File: src/rtl/i2s_pkg.sv
// Shared I2S types for the stereo transmit and receive paths.
package i2s_pkg;

  localparam int unsigned DefaultDataWidth = 24;

  typedef enum logic [1:0] {
    StSync,
    StLeft,
    StRight
  } i2s_tx_state_t;

  typedef struct packed {
    logic [DefaultDataWidth-1:0] left;
    logic [DefaultDataWidth-1:0] right;
  } stereo_sample_t;

endpackage

File: src/rtl/i2s_edge_detect.sv
// Registers BCLK/WS (level inputs on clk_ref) and flags BCLK falling edges and WS transitions.
module i2s_edge_detect (
  input  logic clk_ref,
  input  logic reset_n,
  input  logic bclk,
  input  logic ws,
  output logic bclk_fall,
  output logic ws_edge
);

  logic bclk_q;
  logic ws_q;

  assign bclk_fall = bclk_q & ~bclk;
  // WS is only compared at BCLK falls, where the clock generator changes it.
  assign ws_edge   = bclk_fall & (ws != ws_q);

  always_ff @(posedge clk_ref) begin
    if (!reset_n) begin
      bclk_q <= 1'b0;
      ws_q   <= 1'b0;
    end else begin
      bclk_q <= bclk;
      if (bclk_fall) begin
        ws_q <= ws;
      end
    end
  end

endmodule

File: src/rtl/i2s_tx_serializer.sv
// Philips-timing I2S transmitter: one held stereo pair per frame, shifted MSB-first on BCLK falls.
module i2s_tx_serializer
  import i2s_pkg::*;
#(
  parameter int unsigned DATA_WIDTH     = DefaultDataWidth,
  parameter int unsigned UNDERRUN_CNT_W = 16
) (
  input  logic                      clk_ref,
  input  logic                      reset_n,
  input  logic                      i2s_bclk,
  input  logic                      i2s_ws,
  input  logic [DATA_WIDTH-1:0]     sample_left,
  input  logic [DATA_WIDTH-1:0]     sample_right,
  input  logic                      sample_valid,
  output logic                      sample_ready,
  output logic                      i2s_sdata,
  output logic                      underrun,
  output logic [UNDERRUN_CNT_W-1:0] underrun_count
);

  logic                      bclk_fall;
  logic                      ws_edge;
  logic                      frame_start;
  logic                      accept;

  i2s_tx_state_t             state_q;
  stereo_sample_t            hold_q;
  logic                      hold_full_q;
  logic                      ready_q;
  logic [DATA_WIDTH-1:0]     shreg_l_q;
  logic [DATA_WIDTH-1:0]     shreg_r_q;
  logic                      sdata_q;
  logic                      underrun_q;
  logic [UNDERRUN_CNT_W-1:0] underrun_count_q;

  i2s_edge_detect u_edge_detect (
    .clk_ref   (clk_ref),
    .reset_n   (reset_n),
    .bclk      (i2s_bclk),
    .ws        (i2s_ws),
    .bclk_fall (bclk_fall),
    .ws_edge   (ws_edge)
  );

  assign frame_start = ws_edge & ~i2s_ws;
  assign accept      = sample_valid & ready_q;

  assign sample_ready   = ready_q;
  assign i2s_sdata      = sdata_q;
  assign underrun       = underrun_q;
  assign underrun_count = underrun_count_q;

  always_ff @(posedge clk_ref) begin
    if (!reset_n) begin
      state_q          <= StSync;
      hold_q           <= '0;
      hold_full_q      <= 1'b0;
      ready_q          <= 1'b0;
      shreg_l_q        <= '0;
      shreg_r_q        <= '0;
      sdata_q          <= 1'b0;
      underrun_q       <= 1'b0;
      underrun_count_q <= '0;
    end else begin
      underrun_q <= 1'b0;

      // ready can only be high while the holding register is empty, so accept and a
      // loading frame start never coincide.
      if (accept) begin
        hold_q      <= '{left: sample_left, right: sample_right};
        hold_full_q <= 1'b1;
      end else if (frame_start && hold_full_q) begin
        hold_full_q <= 1'b0;
      end
      ready_q <= ~accept & (frame_start | ~hold_full_q);

      if (frame_start) begin
        if (hold_full_q) begin
          shreg_l_q <= hold_q.left;
          shreg_r_q <= hold_q.right;
        end else begin
          shreg_l_q  <= '0;
          shreg_r_q  <= '0;
          underrun_q <= 1'b1;
          if (~&underrun_count_q) begin
            underrun_count_q <= underrun_count_q + {{(UNDERRUN_CNT_W-1){1'b0}}, 1'b1};
          end
        end
      end

      // The WS-edge bit is the I2S delay slot; data follows on the next fall.
      if (ws_edge) begin
        sdata_q <= 1'b0;
      end else if (bclk_fall) begin
        unique case (state_q)
          StLeft: begin
            sdata_q   <= shreg_l_q[DATA_WIDTH-1];
            shreg_l_q <= {shreg_l_q[DATA_WIDTH-2:0], 1'b0};
          end
          StRight: begin
            sdata_q   <= shreg_r_q[DATA_WIDTH-1];
            shreg_r_q <= {shreg_r_q[DATA_WIDTH-2:0], 1'b0};
          end
          default: sdata_q <= 1'b0;
        endcase
      end

      if (ws_edge) begin
        unique case (state_q)
          StSync:  if (!i2s_ws) state_q <= StLeft;
          StLeft:  if (i2s_ws)  state_q <= StRight;
          StRight: if (!i2s_ws) state_q <= StLeft;
          default: state_q <= StSync;
        endcase
      end
    end
  end

endmodule

File: config.mk
export PLATFORM = sky130hd
export DESIGN_NAME = i2s_tx_serializer
export DESIGN_NICKNAME = d
export VERILOG_FILES = /design/src/rtl/i2s_pkg.sv /design/src/rtl/i2s_edge_detect.sv /design/src/rtl/i2s_tx_serializer.sv
export SDC_FILE = /design/constraint.sdc
export NUM_CORES = 1
export LEC_CHECK = 0
export BUFFER_PORTS_ARGS = -buffer_cell sky130_fd_sc_hd__buf_2
export CORE_ASPECT_RATIO = 1.1
export CORE_MARGIN = 3
export CORE_UTILIZATION = 61
export DETAILED_ROUTE_END_ITERATION = 12
export GPL_TIMING_DRIVEN = 0
export PLACE_DENSITY = 0.84
export SETUP_SLACK_MARGIN = 0.5
export SLEW_MARGIN = 20
export SYNTH_ARGS = -nofsm -noshare
export SYNTH_HDL_FRONTEND = slang
export SYNTH_SLANG_ARGS = --single-unit
File: constraint.sdc
create_clock -name clk_ref -period 3.07 [get_ports clk_ref]
set_input_delay 0.1535 -clock clk_ref [delete_from_list [all_inputs] [get_ports clk_ref]]
set_output_delay 0.1535 -clock clk_ref [all_outputs]
set_load 0.02 [all_outputs]
== After elaboration in Yosys (flattened, before gate mapping) ==
Cells that the tools add are included.

* Flip-flop bits (word level): 120
* Word-level logic and storage cells: 56
* Memories: 0
* ROM bits: 0
* Bits of input ports: 53
* RAM bits: 0
* Bits in latches: 0

* Shift operators: 0
* Bitwise gates (word level): 12
* Add/sub/neg operators: 1
* Equal/unequal tests: 5
* Reductions and logical operators: 9
* Mux-type cells: 17
* $mul: 0
* Divide/modulo/power cells: 0
* Magnitude comparators: 0

{| class="wikitable"
|+ Operators with widths
! kind !! count
|-
| $mux 24 || 10
|-
| $add 16x1->16 const B || 1
|-
| $reduce_and 16->1 || 1
|-
| $not 1->1 || 6
|-
| $reduce_and 3->1 || 2
|-
| $and 1x1->1 || 5
|-
| $mux 2 || 2
|-
| $ne 2x2->1 const B || 2
|-
| $pmux 2 s2 || 1
|-
| $reduce_or 2->1 || 2
|-
| $mux 1 || 3
|-
| $eq 2x1->1 const B || 1
|-
| $eq 2x2->1 const B || 1
|-
| $logic_not 2->1 || 1
|-
| $pmux 1 s2 || 1
|-
| $reduce_and 2->1 || 1
|-
| $reduce_bool 2->1 || 1
|-
| $logic_and 1x1->1 || 1
|-
| $ne 1x1->1 || 1
|-
| $or 1x1->1 || 1
|}

== Longest topological paths before layout ==
Gate-level depths: netlist of the first run.

* Word-level depth: 8
* Gate-level depth with buffers: 7
* Mapped depth without buffers: 6

== Hierarchy ==
A second synthesis of the first run with hierarchy kept.

* Cell total of the unflattened synthesis: 625
* Area total of the unflattened synthesis: 4977.3 µm²

{| class="wikitable"
|+ By module, submodules not included
! module !! instances !! area an instance (µm²) !! sequential area each (µm²) !! cells an instance
|-
| i2s_tx_serializer || 1 || 4884.7 || 2362.3 || 616
|-
| i2s_edge_detect || 1 || 92.6 || 40.0 || 9
|}

== Worst setup path before layout of the first run ==
Ideal clock, no wire load.

* Kind: flip-flop to flip-flop
* From: register underrun_count_q[3] (netlist: underrun_count[3])
* To: register underrun_count_q[12] (netlist: underrun_count[12])
* Clock period less this slack: 1.873 ns
* Path slack: 1.197 ns
* Arrival: 1.802 ns
* Required time: 3.000 ns
* Setup time: 0.070 ns
* Cell stages (with the launch flop): 6
* Cells stage by stage: dfxtp_1 -> clkbuf_1 -> nand3_1 -> or3_4 -> or4_1 -> a21oi_1

* Longest elaborated chain between the ends: 3
* Elaborated cells on any way between the ends: 4
* Classes of those cells: add/sub (1); bitwise (1); reduce/logical (2)

{| class="wikitable"
|+ Ends and longest elaborated chain
! what !! RTL line !! text
|-
| start, declared || i2s_tx_serializer.sv:34 || <nowiki>logic [UNDERRUN_CNT_W-1:0] underrun_count_q;</nowiki>
|-
| start signal, assigned || i2s_tx_serializer.sv:86 || <nowiki>underrun_count_q <= underrun_count_q + {{(UNDERRUN_CNT_W-1){1'b0}}, 1'b1};</nowiki>
|-
| parallel branches: the longest is 3 deep, another holds $add 16x1->16 || n/a ||
|}

Parallel ways; which one is timed is not known.
A chain may end at the register's enable or synchronous reset.

== Worst setup path in the final report of the first run ==
* From: register u_edge_detect.ws_q
* To: register underrun_count_q[5] (netlist: underrun_count[5])

* Longest elaborated chain between the ends: 4

{| class="wikitable"
|+ Ends and longest elaborated chain
! what !! RTL line !! text
|-
| start, declared || i2s_edge_detect.sv:12 || <nowiki>logic ws_q;</nowiki>
|-
| start signal, assigned || i2s_edge_detect.sv:25 || <nowiki>ws_q <= ws;</nowiki>
|-
| $ne 1x1->1 || i2s_edge_detect.sv:16 || <nowiki>assign ws_edge = bclk_fall & (ws != ws_q);</nowiki>
|-
| $and 1x1->1 || i2s_edge_detect.sv:16 ||
|-
| $and 1x1->1 || i2s_tx_serializer.sv:45 || <nowiki>assign frame_start = ws_edge & ~i2s_ws;</nowiki>
|-
| $reduce_and 3->1 (no line) || n/a ||
|}

Every way passes these cells.

==> results.json, run 1 <==
{
  "crit_arrival_ns": 2.59,
  "start_util": 0.630,
  "grt_pass1_wl_microns": 24000,
  "place.gp.congestion": 0.878,
  "die_h_microns": 101,
  "syn-cell-area_sq_um": 5010,
  "htreeDepth": 4,
  "cts.clk_slew.worst_paths_ns": 0.06,
  "vias": 5307,
  "drtPass1Iterations": 5,
  "setup_violations": 0,
  "cp.required_ns": 3.52,
  "antenna_cells": 0,
  "placed_area_sq_um": 5500,
  "cts_tree": "built",
  "ctsHoldBuffers": 51,
  "vdd_drop_max_uv": 422,
  "ctsResizeCount": 0,
  "power_density_nw_per_um2": 581,
  "synth-seq-area-share": 0.479,
  "drive_gt1_frac": 0.141,
  "end_kind": "flop",
  "synth_edf_count": 0,
  "netlist_instances": 633,
  "yosys_register_bits": 120,
  "status": "finished clean",
  "cts_sinks": 120,
  "avgRoutedWirePerCell_microns": 16.3,
  "synth_nets": 691,
  "yosysTopAreaCell": "dfxtp_1",
  "synthArstFlopShare": 0,
  "rsz0062_at_grt": "false",
  "p_leak_nw": 2.51,
  "finalHoldViolCount": 0,
  "min_path_type": "in2reg",
  "period_needed_ns": 2.14,
  "synth.top_cell.area_share": 0.479,
  "yosys-top-cells-area": "dfxtp_1 48%, nand2_1 12%, a311oi_1 8.0%, nand3_1 5.7%, a21oi_1 5.6%",
  "post_cts_buffers": 0,
  "maxSlewHeadroom": 0.510,
  "max_freq_mhz": 468,
  "grt_usage": 0.321,
  "synthFlopType": "dfxtp_1",
  "routed_wirelength_microns": 14600,
  "detailed_place_hpwl_microns": 8600,
  "post-route-cell-area_sq_um": 6620,
  "core_area_sq_um": 7960,
  "fp.dieW_microns": 92.4,
  "grt_max_degree": 17,
  "antenna_found_initial": 0,
  "port_buffers": 71,
  "skew_ns": 0.00603,
  "grt_overflow": 0,
  "max_cap_viol_count": 0,
  "rows": 34,
  "drtIter0Drc": 410,
  "post-route-period-util": 0.696,
  "fin_cells": 895,
  "startpoint_type": "flop",
  "nets": 832,
  "tns_ns": 0,
  "critical_path_class": "reg2reg",
  "numCtsBuffers": 17,
  "grt_pass1_vias": 5183,
  "worstSkewPairLatency_ns": 0.52,
  "yosysWarnings": 0,
  "clockBufferDepth": 2,
  "die-area_sq_um": 9340,
  "synth.distinct_cells": 39,
  "finalMaxSlewViolations": 0,
  "areaGrowthSynthToFinish_pct": 32.0,
  "syn_area_per_cell_sq_um": 7.92,
  "path_max_fanout": 10,
  "ios": 72,
  "place_inst": 812,
  "tightest_slew_ns": 0.728,
  "cts-root-buf": "clkbuf_8",
  "drcViolationCount": 0,
  "via_per_inst": 5.93,
  "ant_nets": 0
}
-- path summary, 6_finish.rpt --
| check | startpoint | endpoint | slack (ns) | depth (start not counted) |
|---|---|---|---|---|
| worst max-delay path | u_edge_detect.ws_q | underrun_count[5] | 0.93 | 6 |
| worst min-delay path | sample_valid | hold_q[16] | 0.22 | 5 |
| worst max register to register | u_edge_detect.ws_q | underrun_count[5] | 0.93 | 6 |
| worst min register to register | hold_q[41] | hold_q[41] | 0.46 | 2 |
-- stage by stage --
stage | utilization | hold WS [ns] | worst slack [ns] | power [mW]
floorplan | - | 0.275 | 1.20 | 1.74
global placement | 0.692 | 0.394 | 1.12 | 1.81
detailed placement | 0.692 | 0.400 | 1.05 | 1.82
CTS | 0.832 | 0.204 | 0.988 | 3.83
global route | 0.832 | 0.270 | 0.852 | 3.93
finish | 0.832 | 0.219 | 0.932 | 3.84
-- cells by family after synthesis --
logic type               synth area share
XOR/XNOR                          0.00175
multiplexers                       0.0180
AND/OR/NAND/NOR                     0.281
AO/OA/AOI/OAI                       0.162
adder cells (fa/ha/maj)            0.0125
flip-flops                          0.479
buffers and inverters              0.0452
-- power breakdown --
part | leakage, nW | internal, mW | switching [mW]
combinational | 1.25 | 0.104 | 0.130
clock | 0.284 | 1.26 | 0.733
sequential | 0.972 | 1.59 | 0.0207
-- cells in the mapped netlist, types with 2 or more instances --
| master | number |
|---|---|
| nand2_1 | 162 |
| nor4_1 | 3 |
| buf_2 | 4 |
| dfxtp_1 | 120 |
| o311a_1 | 3 |
| a21oi_1 | 56 |
| nor2_1 | 56 |
| a311oi_1 | 46 |
| nor4b_1 | 2 |
| nand3_1 | 57 |
| and3_1 | 2 |
| inv_1 | 4 |
| nand2b_1 | 8 |
| and4_1 | 2 |
| nor3b_1 | 3 |
| o21ai_0 | 4 |
| a31oi_1 | 3 |
| nor2b_1 | 2 |
| and2_1 | 5 |
| nand4_1 | 6 |
| ha_1 | 5 |
| buf_1 | 11 |
| nor3_1 | 6 |
| a41o_1 | 2 |
| mux2i_1 | 9 |
| clkbuf_1 | 39 |
-- per-layer routing --
metal / global-route usage / vias up / wire [microns]
met4: 0.149 / 0 / 440
met3: 0.0657 / 58 / 1010
li1: - / 2499 / -
met2: 0.565 / 288 / 7470
met5: 0 / - / 0
met1: 0.375 / 2462 / 5720
-- cells in the final DEF (no fill, tap or decap), types with 2 or more instances in the layout --
| cell type | instances |
|---|---|
| nor3_1 | 6 |
| nand2_1 | 162 |
| and3_1 | 2 |
| nor4_1 | 3 |
| clkbuf_1 | 39 |
| mux2i_1 | 9 |
| clkinv_2 | 2 |
| nand4_1 | 6 |
| o21ai_0 | 4 |
| clkbuf_16 | 16 |
| buf_2 | 75 |
| dlygate4sd3_1 | 51 |
| nand3_1 | 57 |
| bufinv_16 | 3 |
| ha_1 | 5 |
| inv_1 | 4 |
| a31oi_1 | 3 |
| a311oi_1 | 46 |
| buf_1 | 11 |
| and4_1 | 2 |
| and2_1 | 5 |
| clkbuf_8 | 2 |
| clkinvlp_4 | 4 |
| dfxtp_1 | 120 |
| o311a_1 | 3 |
| clkinv_4 | 3 |
| nor2_1 | 56 |
| nor3b_1 | 3 |
| a41o_1 | 2 |
| nor4b_1 | 2 |
| inv_6 | 2 |
| a21oi_1 | 56 |
| nor2b_1 | 2 |
| nand2b_1 | 8 |
-- sequential cells by signal, indices dropped and copies added, names as in the netlist --
name,count
shreg_r_q,24
u_edge_detect.ws_q,1
underrun_count,16
hold_q,48
shreg_l_q,24
sample_ready,1
hold_full_q,1
underrun,1
u_edge_detect.bclk_q,1
state_q,2
i2s_sdata,1
-- worst max-delay path: stages (launching register included) --
cell	delay [ns]
dfxtp_1	0.42
nor4bb_1	0.23
clkbuf_1	0.33
buf_2	0.31
nand2_1	0.11
nor4b_1	0.43
mux2i_1	0.23
-- cell type report --
type,count,area (sq um)
sequential,120,2400
multi-input combinational,454,2380
fill,469,1340
timing repair buffer,122,866
clock buffer,18,428
buffer,54,208
clock inverter,14,174
tap,108,135
inverter,5,18.8
Power figures use the tool's default switching activity.
==> run 2, diff against run 1 <==
Settings changed: ABC_AREA set to 1, CORE_UTILIZATION 61 to 52, PLACE_DENSITY 0.84 to 0.76.
Clock period 3.07 ns to 1.81 ns, I/O delays scaled along.
==> run 2 against run 1 <==
Final area up 22%. Non-clock buffer count is 29 higher. Highest routed layer unchanged. Critical endpoint is now underrun_count[7]. Fmax rose by 40%. Critical path type unchanged. Clock power grew 55%.
==> results.json, run 2 <==
{
  "vias": 6014,
  "drtIter0Drc": 474,
  "cts-root-buf": "clkbuf_8",
  "placed_area_sq_um": 6030,
  "max_cap_viol_count": 0,
  "clockBufferDepth": 2,
  "grt_max_degree": 17,
  "ios": 72,
  "power_density_nw_per_um2": 790,
  "synthFlopType": "dfxtp_1",
  "top_register": "hold_q",
  "grt_pass1_vias": 5754,
  "place.gp.congestion": 0.861,
  "path_max_fanout": 5,
  "critPathSlowestCell": "dfxtp_4",
  "largest_reg_flops": 48,
  "grt_usage": 0.288,
  "ant_nets": 0,
  "p_leak_nw": 3.90,
  "yosys-top-cells-area": "dfxtp_1 44%, nand2_1 13%, nor2_1 8.7%, nand3_1 8.4%, o21ai_0 5.0%",
  "core_area_sq_um": 10000,
  "yosysTopAreaCell": "dfxtp_1",
  "synth_nets": 848,
  "avgRoutedWirePerCell_microns": 15.9,
  "syn-cell-area_sq_um": 5420,
  "cp_top_family": "simple AND/OR/NAND/NOR gates",
  "numCtsBuffers": 17,
  "max_freq_mhz": 654,
  "die-area_sq_um": 11700,
  "finalHoldViolCount": 0,
  "htreeDepth": 4,
  "die_h_microns": 113,
  "areaGrowthSynthToFinish_pct": 48.7,
  "final_common_cell": "nand2_1",
  "worstSkewPairLatency_ns": 0.53,
  "status": "finished clean",
  "cts.clk_slew.worst_paths_ns": 0.06,
  "antenna_found_initial": 0,
  "drcViolationCount": 0,
  "yosys_register_bits": 120,
  "drive_gt1_frac": 0.318,
  "grt_overflow": 0,
  "min_path_type": "in2reg",
  "nets": 1029,
  "detailed_place_hpwl_microns": 9170,
  "grt_pass1_wl_microns": 26700,
  "end_kind": "flop",
  "start_util": 0.541,
  "drtPass1Iterations": 6,
  "crit_top_cell": "nor2_4",
  "maxSlewHeadroom": 0.510,
  "synth_edf_count": 0,
  "slowest_delay_ns": 0.35,
  "n_fill_cell": 616,
  "period_needed_ns": 1.53,
  "via_per_inst": 5.36,
  "layout_common_cells": "160 x nand2_1, 118 x nor2_1, 100 x dfxtp_1",
  "tightest_slew_ns": 0.736,
  "synthArstFlopShare": 0,
  "yosys-top-cells-count": "195 x nand2_1, 125 x nor2_1, 120 x dfxtp_1, 91 x nand3_1, 61 x inv_1",
  "fp.dieW_microns": 103,
  "port_buffers": 71,
  "vdd_drop_max_uv": 615,
  "startpoint_type": "flop",
  "netlist_instances": 790,
  "reg.largest.list": "hold_q (48), shreg_l_q (24), shreg_r_q (24)",
  "cp_num_buf_inv": 3,
  "tns_ns": 0,
  "cp.required_ns": 2.26,
  "yosysWarnings": 0,
  "post-route-period-util": 0.845,
  "post-route-cell-area_sq_um": 8060,
  "rsz0062_at_grt": "true",
  "cts_tree": "built",
  "path_cells": "ha_4 -> inv_4 -> nor2_4 -> buf_6 -> nand3_4 -> nor2_4 -> nor2_4 -> buf_6 -> nand2_1 -> a21oi_1",
  "setup_violations": 0,
  "crit_arrival_ns": 1.98,
  "finalMaxSlewViolations": 0,
  "post-synth-top-count-cell": "nand2_1",
  "skew_ns": 0.00758,
  "synth-seq-area-share": 0.443,
  "rows": 38,
  "routed_wirelength_microns": 17800,
  "cts_sinks": 120,
  "synth.top_cell.area_share": 0.443,
  "critical_path_class": "reg2reg",
  "synth.distinct_cells": 30,
  "syn_area_per_cell_sq_um": 6.86
}
run 2: cell types whose count changed after synthesis, moves of 17 or more:
cell and delta:
inv_1 +57, a311oi_1 -46, nand3_1 +34, nor2_1 +69
o21ai_0 +50, nand2_1 +33, or2_0 +17, a21oi_1 -44
run 2: power by group:
group / total (mW) / switching [mW] / internal, mW
clock: 3.08 / 1.17 / 1.91
sequential: 2.79 / 0.0642 / 2.72
combinational: 0.503 / 0.273 / 0.230
run 2: worst reg2reg max path, cell delays in order (launching register included):
cell and delay [ns]:
dfxtp_4 0.35, ha_4 0.17, inv_4 0.06, nor2_4 0.04, buf_6 0.12, nand3_4 0.06, nor2_4 0.04, nor2_4 0.18
buf_6 0.16, nand2_1 0.08, a21oi_1 0.18
run 2: layout make-up:
cell class | count | area, sq um | area share
repair buffers | 162 | 1270 | 0.157
clock buffers | 26 | 518 | 0.0642
flip-flops and latches | 120 | 2450 | 0.304
clock inverters | 3 | 15.0 | 0.00186
plain buffers | 43 | 323 | 0.0400
multi-input cells | 554 | 3030 | 0.376
well taps | 140 | 175 | 0.0217
diodes | 1 | 2.50 | 0.000310
inverters | 73 | 279 | 0.0346
run 2: through the flow:
step	std cells	setup slack, ns	total power [mW]	hold slack [ns]	util
after floorplan	790	0.396	3.04	0.184	-
after global placement	1001	0.136	3.16	0.313	0.601
after detailed placement	1001	0.123	3.18	0.317	0.601
after CTS	1106	0.375	6.29	0.0711	0.763
after global routing	1121	0.250	6.54	0.151	0.803
final	1122	0.281	6.37	0.128	0.804
run 2: worst paths after layout:
check                    start                end  slack (ns)  depth (start not counted)
min reg2reg       shreg_l_q[0]       shreg_l_q[0]        0.47                          2
max reg2reg  underrun_count[1]  underrun_count[7]        0.28                         10
max          underrun_count[1]  underrun_count[7]        0.28                         10
min                     i2s_ws           underrun        0.13                          6
run 2: per-layer routing:
layer  vias up  global-route usage  share of wire
met5         -                   0              0
met4         0               0.106          0.030
met3        68              0.0654          0.067
met2       289               0.500           0.52
li1       2834                   -              -
met1      2823               0.341           0.39
run 2: cell families after synthesis:
logic type | Yosys count | share of synthesized area
xor+xnor | 7 | 0.0113
compound gates | 78 | 0.0768
simple gates | 464 | 0.370
buf+inv | 116 | 0.0872
fa+ha+maj | 5 | 0.0115
flops | 120 | 0.443
run 2: timing repair:
action,CTS,global route
cloned,4,2
hold buffers,52,0
pin swaps,16,25
buffers inserted,20,13
endpoints found under the hold margin,57,0
endpoints found under the setup margin,91,111
gates resized for setup,108,105
==> run 3, diff against run 2 <==
Settings changed: ABC_AREA 1 to 0, CORE_UTILIZATION 52 to 51, PLACE_DENSITY 0.76 to 0.75.
Clock period 1.81 ns to 1.4 ns, I/O delays scaled along.
==> run 3 against run 2 <==
The flow now stops in global routing. Area after synthesis shrank 7.6%. Synthesized cell count fell by 20%.
==> results.json, run 3 <==
{
  "status": "did not finish",
  "lastStage": "global routing",
  "tool.error": "[ERROR GRT-0232] Routing congestion too high. Check the congestion heatmap in the GUI.",
  "synth-seq-area-share": 0.479,
  "yosys-top-cells-count": "162 x nand2_1, 120 x dfxtp_1, 57 x nand3_1, 56 x a21oi_1, 56 x nor2_1",
  "numCtsBuffers": 17,
  "yosys_register_bits": 120,
  "rows": 37,
  "yosys-top-cells-area": "dfxtp_1 48%, nand2_1 12%, a311oi_1 8.0%, nand3_1 5.7%, a21oi_1 5.6%",
  "synth.top_cell.area_share": 0.479,
  "synth_top_family_by_area": "simple AND/OR/NAND/NOR gates",
  "synth_edf_count": 0,
  "grt_overflow": 383,
  "place.gp.congestion": 0.868,
  "synth_compound_area_frac": 0.162,
  "worst_endpoint": "underrun_count[12]$_SDFFE_PN0P_/D",
  "synth_xor_area_frac": 0.00175,
  "die_h_microns": 110,
  "ios": 72,
  "yosys-mux-area-fraction": 0.0180,
  "synth.distinct_cells": 39,
  "yosysWarnings": 0,
  "grt_max_degree": 17,
  "yosys.area_share.adder": 0.0125,
  "cts_sinks": 120,
  "port_buffers": 71,
  "post-synth-top-count-cell": "nand2_1",
  "detailed_place_hpwl_microns": 8860,
  "netlist_instances": 633,
  "worstEndpointType": "register data pin",
  "synthArstFlopShare": 0,
  "syn_area_per_cell_sq_um": 7.92,
  "synthFlopType": "dfxtp_1",
  "grt_usage": 0.867,
  "yosys.area_share.simple": 0.281,
  "htreeDepth": 4,
  "fp.dieW_microns": 101,
  "yosysTopAreaCell": "dfxtp_1",
  "syn-cell-area_sq_um": 5010,
  "synth_nets": 691,
  "start_util": 0.528,
  "clockBufferDepth": 2,
  "cts-root-buf": "clkbuf_8"
}
==> run 3: cell types whose count changed after synthesis, sizes merged, moves of 8 or more <==
cell    before  now
nor2       132   56
nand3       91   57
or2         36    1
clkbuf      24   39
nand2b       0    8
a21oi       17   56
nand2      200  162
a311oi       0   46
o21ai       58    4
inv         72    5
mux2i        0    9
==> run 3: metal layers <==
| metal | track usage | GRT overflow |
|---|---|---|
| met3 | 0.700 | 10 |
| met1 | 0.800 | 3 |
| met5 | 0.298 | 0 |
| met4 | 1.03 | 147 |
| met2 | 1.05 | 223 |
==> run 3: cell families after synthesis <==
group	Yosys count
buffers and inverters	59
adder cells (fa/ha/maj)	5
multiplexers	9
AO/OA/AOI/OAI	119
flip-flops	120
AND/OR/NAND/NOR	320
XOR/XNOR	1
==> run 3: timing repair <==
item                                    4_1_cts
endpoints found under the hold margin        54
cloned                                        8
hold buffers                                 51
pin swaps                                    33
resized for setup                           245
buffers inserted                             29
endpoints found under the setup margin      138
==> run 3: metrics by stage <==
step / setup WS (ns) / util / std cells / setup TNS [ns] / instance area (sq um)
floorplan: -0.235 / - / 633 / -1.32 / 5610
global placement: -0.481 / 0.644 / 821 / -5.90 / 6110
CTS: -0.275 / 0.901 / 941 / -6.22 / 8550
detailed placement: -0.507 / 0.644 / 821 / -14.48 / 6110
==> run 4, diff against run 3 <==
Settings changed: CORE_ASPECT_RATIO 1.1 to unset, CORE_UTILIZATION 51 to 40, PLACE_DENSITY 0.75 to unset, PLACE_DENSITY_LB_ADDON set to 0.15, SETUP_SLACK_MARGIN 0.5 to unset.
Clock period 1.4 ns to 1.8 ns, I/O delays scaled along.
==> run 4 against run 3 <==
The flow now finishes without violations.
==> results.json, run 4 (same netlist as run 1, synthesis figures left out) <==
{
  "status": "finished clean",
  "cts_sinks": 120,
  "worst_slack_ns": 0.0717,
  "max_cap_viol_count": 0,
  "slowest_delay_ns": 0.49,
  "startpoint_type": "flop",
  "cts_tree": "built",
  "period_needed_ns": 1.73,
  "htreeDepth": 4,
  "post-route-period-util": 0.960,
  "skew_ns": 0.00529,
  "detailed_place_hpwl_microns": 8920,
  "reg.largest.list": "hold_q (48), shreg_l_q (24), shreg_r_q (24)",
  "rr_worst_depth": 5,
  "numCtsBuffers": 17,
  "drtIter0Drc": 231,
  "final_common_cell": "nand2_1",
  "antenna_found_initial": 0,
  "antenna_cells": 0,
  "grt_usage": 0.195,
  "place.gp.congestion": 0.816,
  "critPathSlowestCell": "or4_4",
  "setup_violations": 0,
  "power_density_nw_per_um2": 904,
  "reg2reg_setup_slack_ns": 0.07,
  "p_leak_nw": 2.54,
  "cts.clk_slew.worst_paths_ns": 0.05,
  "path_cells": "nand4bb_1 -> buf_6 -> or3_4 -> or4_4 -> a21oi_2",
  "die_h_microns": 118,
  "layout_common_cells": "162 x nand2_1, 114 x dfxtp_1, 75 x buf_2",
  "post-route-cell-area_sq_um": 6720,
  "cp.required_ns": 2.14,
  "cts-root-buf": "clkbuf_16",
  "port_buffers": 71,
  "regToRegStartpoint": "u_edge_detect.ws_q",
  "placed_area_sq_um": 5580,
  "tightest_slew_ns": 0.558,
  "largest_reg_flops": 48,
  "rows": 40,
  "worstReg2RegEnd": "underrun_count[12]",
  "min_path_type": "in2reg",
  "grt_overflow": 0,
  "core_area_sq_um": 12100,
  "end_kind": "flop",
  "clockBufferDepth": 2,
  "crit_arrival_ns": 2.07,
  "drtPass1Iterations": 6,
  "via_per_inst": 5.16,
  "drive_gt1_frac": 0.176,
  "grt_max_degree": 17,
  "nets": 833,
  "routed_wirelength_microns": 13100,
  "worstSkewPairLatency_ns": 0.41,
  "path_max_fanout": 7,
  "die-area_sq_um": 13900,
  "start_util": 0.414,
  "finalHoldViolCount": 0,
  "vias": 4918,
  "critPathCapture": "underrun_count[12]",
  "top_register": "hold_q",
  "ant_nets": 0,
  "drcViolationCount": 0,
  "maxSlewHeadroom": 0.628,
  "vdd_drop_max_uv": 677,
  "avgRoutedWirePerCell_microns": 13.8,
  "areaGrowthSynthToFinish_pct": 34.0,
  "rsz0062_at_grt": "true",
  "startpoint": "u_edge_detect.ws_q",
  "finalMaxSlewViolations": 0,
  "critical_path_class": "reg2reg",
  "ios": 72,
  "grt_pass1_wl_microns": 22300,
  "place_worst_setup_slack_ns": -0.199,
  "grt_pass1_vias": 4754,
  "fp.dieW_microns": 118,
  "max_freq_mhz": 579
}
## run 4: report_power, final
part	total [mW]	switching [mW]	internal, mW
clock	2.94	1.09	1.84
sequential	2.75	0.0329	2.72
combinational	0.384	0.208	0.177
## run 4: worst min path at each step
stage / cells after the start / from / slack, ns / endpoint
after floorplan: 1 / i2s_bclk / 0.21 / u_edge_detect.bclk_q
after global placement: 3 / sample_right[15] / 0.33 / hold_q[15]
after detailed placement: 3 / sample_left[16] / 0.34 / hold_q[40]
after CTS: 3 / reset_n / 0.01 / underrun_count[6]
after global routing: 3 / reset_n / 0.02 / underrun_count[0]
final: 3 / reset_n / 0.02 / underrun_count[5]
## run 4: cell type report
cell class	count	area [sq um]
Multi-Input combinational cell	454	2450
Sequential cell	120	2410
Clock inverter	3	17.5
Fill cell	1179	5390
Tap cell	168	210
Timing Repair Buffer	124	878
Buffer	53	241
Clock buffer	27	493
Inverter	5	18.8
## run 4: repair_timing
item,CTS,global route
resized for setup,14,35
buffers inserted,0,3
hold endpoints to repair,50,0
pin swaps,0,5
hold buffers,50,0
setup endpoints to repair,53,63
## run 4: metal layers
metal	wire, microns	global-route usage	up-vias
met1	6050	0.238	2289
met4	273	0.0821	0
met2	6280	0.328	118
met3	528	0.0466	21
li1	-	-	2490
met5	0	0	-
## run 4: critical path, delay by kind of cell, from the launching register on
| family | cells | cell delay (ns) |
|---|---|---|
| flip-flops | 1 | 0.36 |
| buffers and inverters | 1 | 0.16 |
| AND/OR/NAND/NOR | 3 | 1.02 |
| AO/OA/AOI/OAI | 1 | 0.12 |
## run 4: metrics by stage
step	utilization	instances	hold slack [ns]	TNS [ns]	power, mW
floorplan	-	633	0.212	0	2.97
global placement	0.461	872	0.332	-3.14	3.10
detailed placement	0.461	872	0.336	-3.63	3.11
CTS	0.548	952	0.0128	0	6.13
global route	0.555	954	0.0228	-0.174	6.31
finish	0.555	954	0.0224	0	6.07
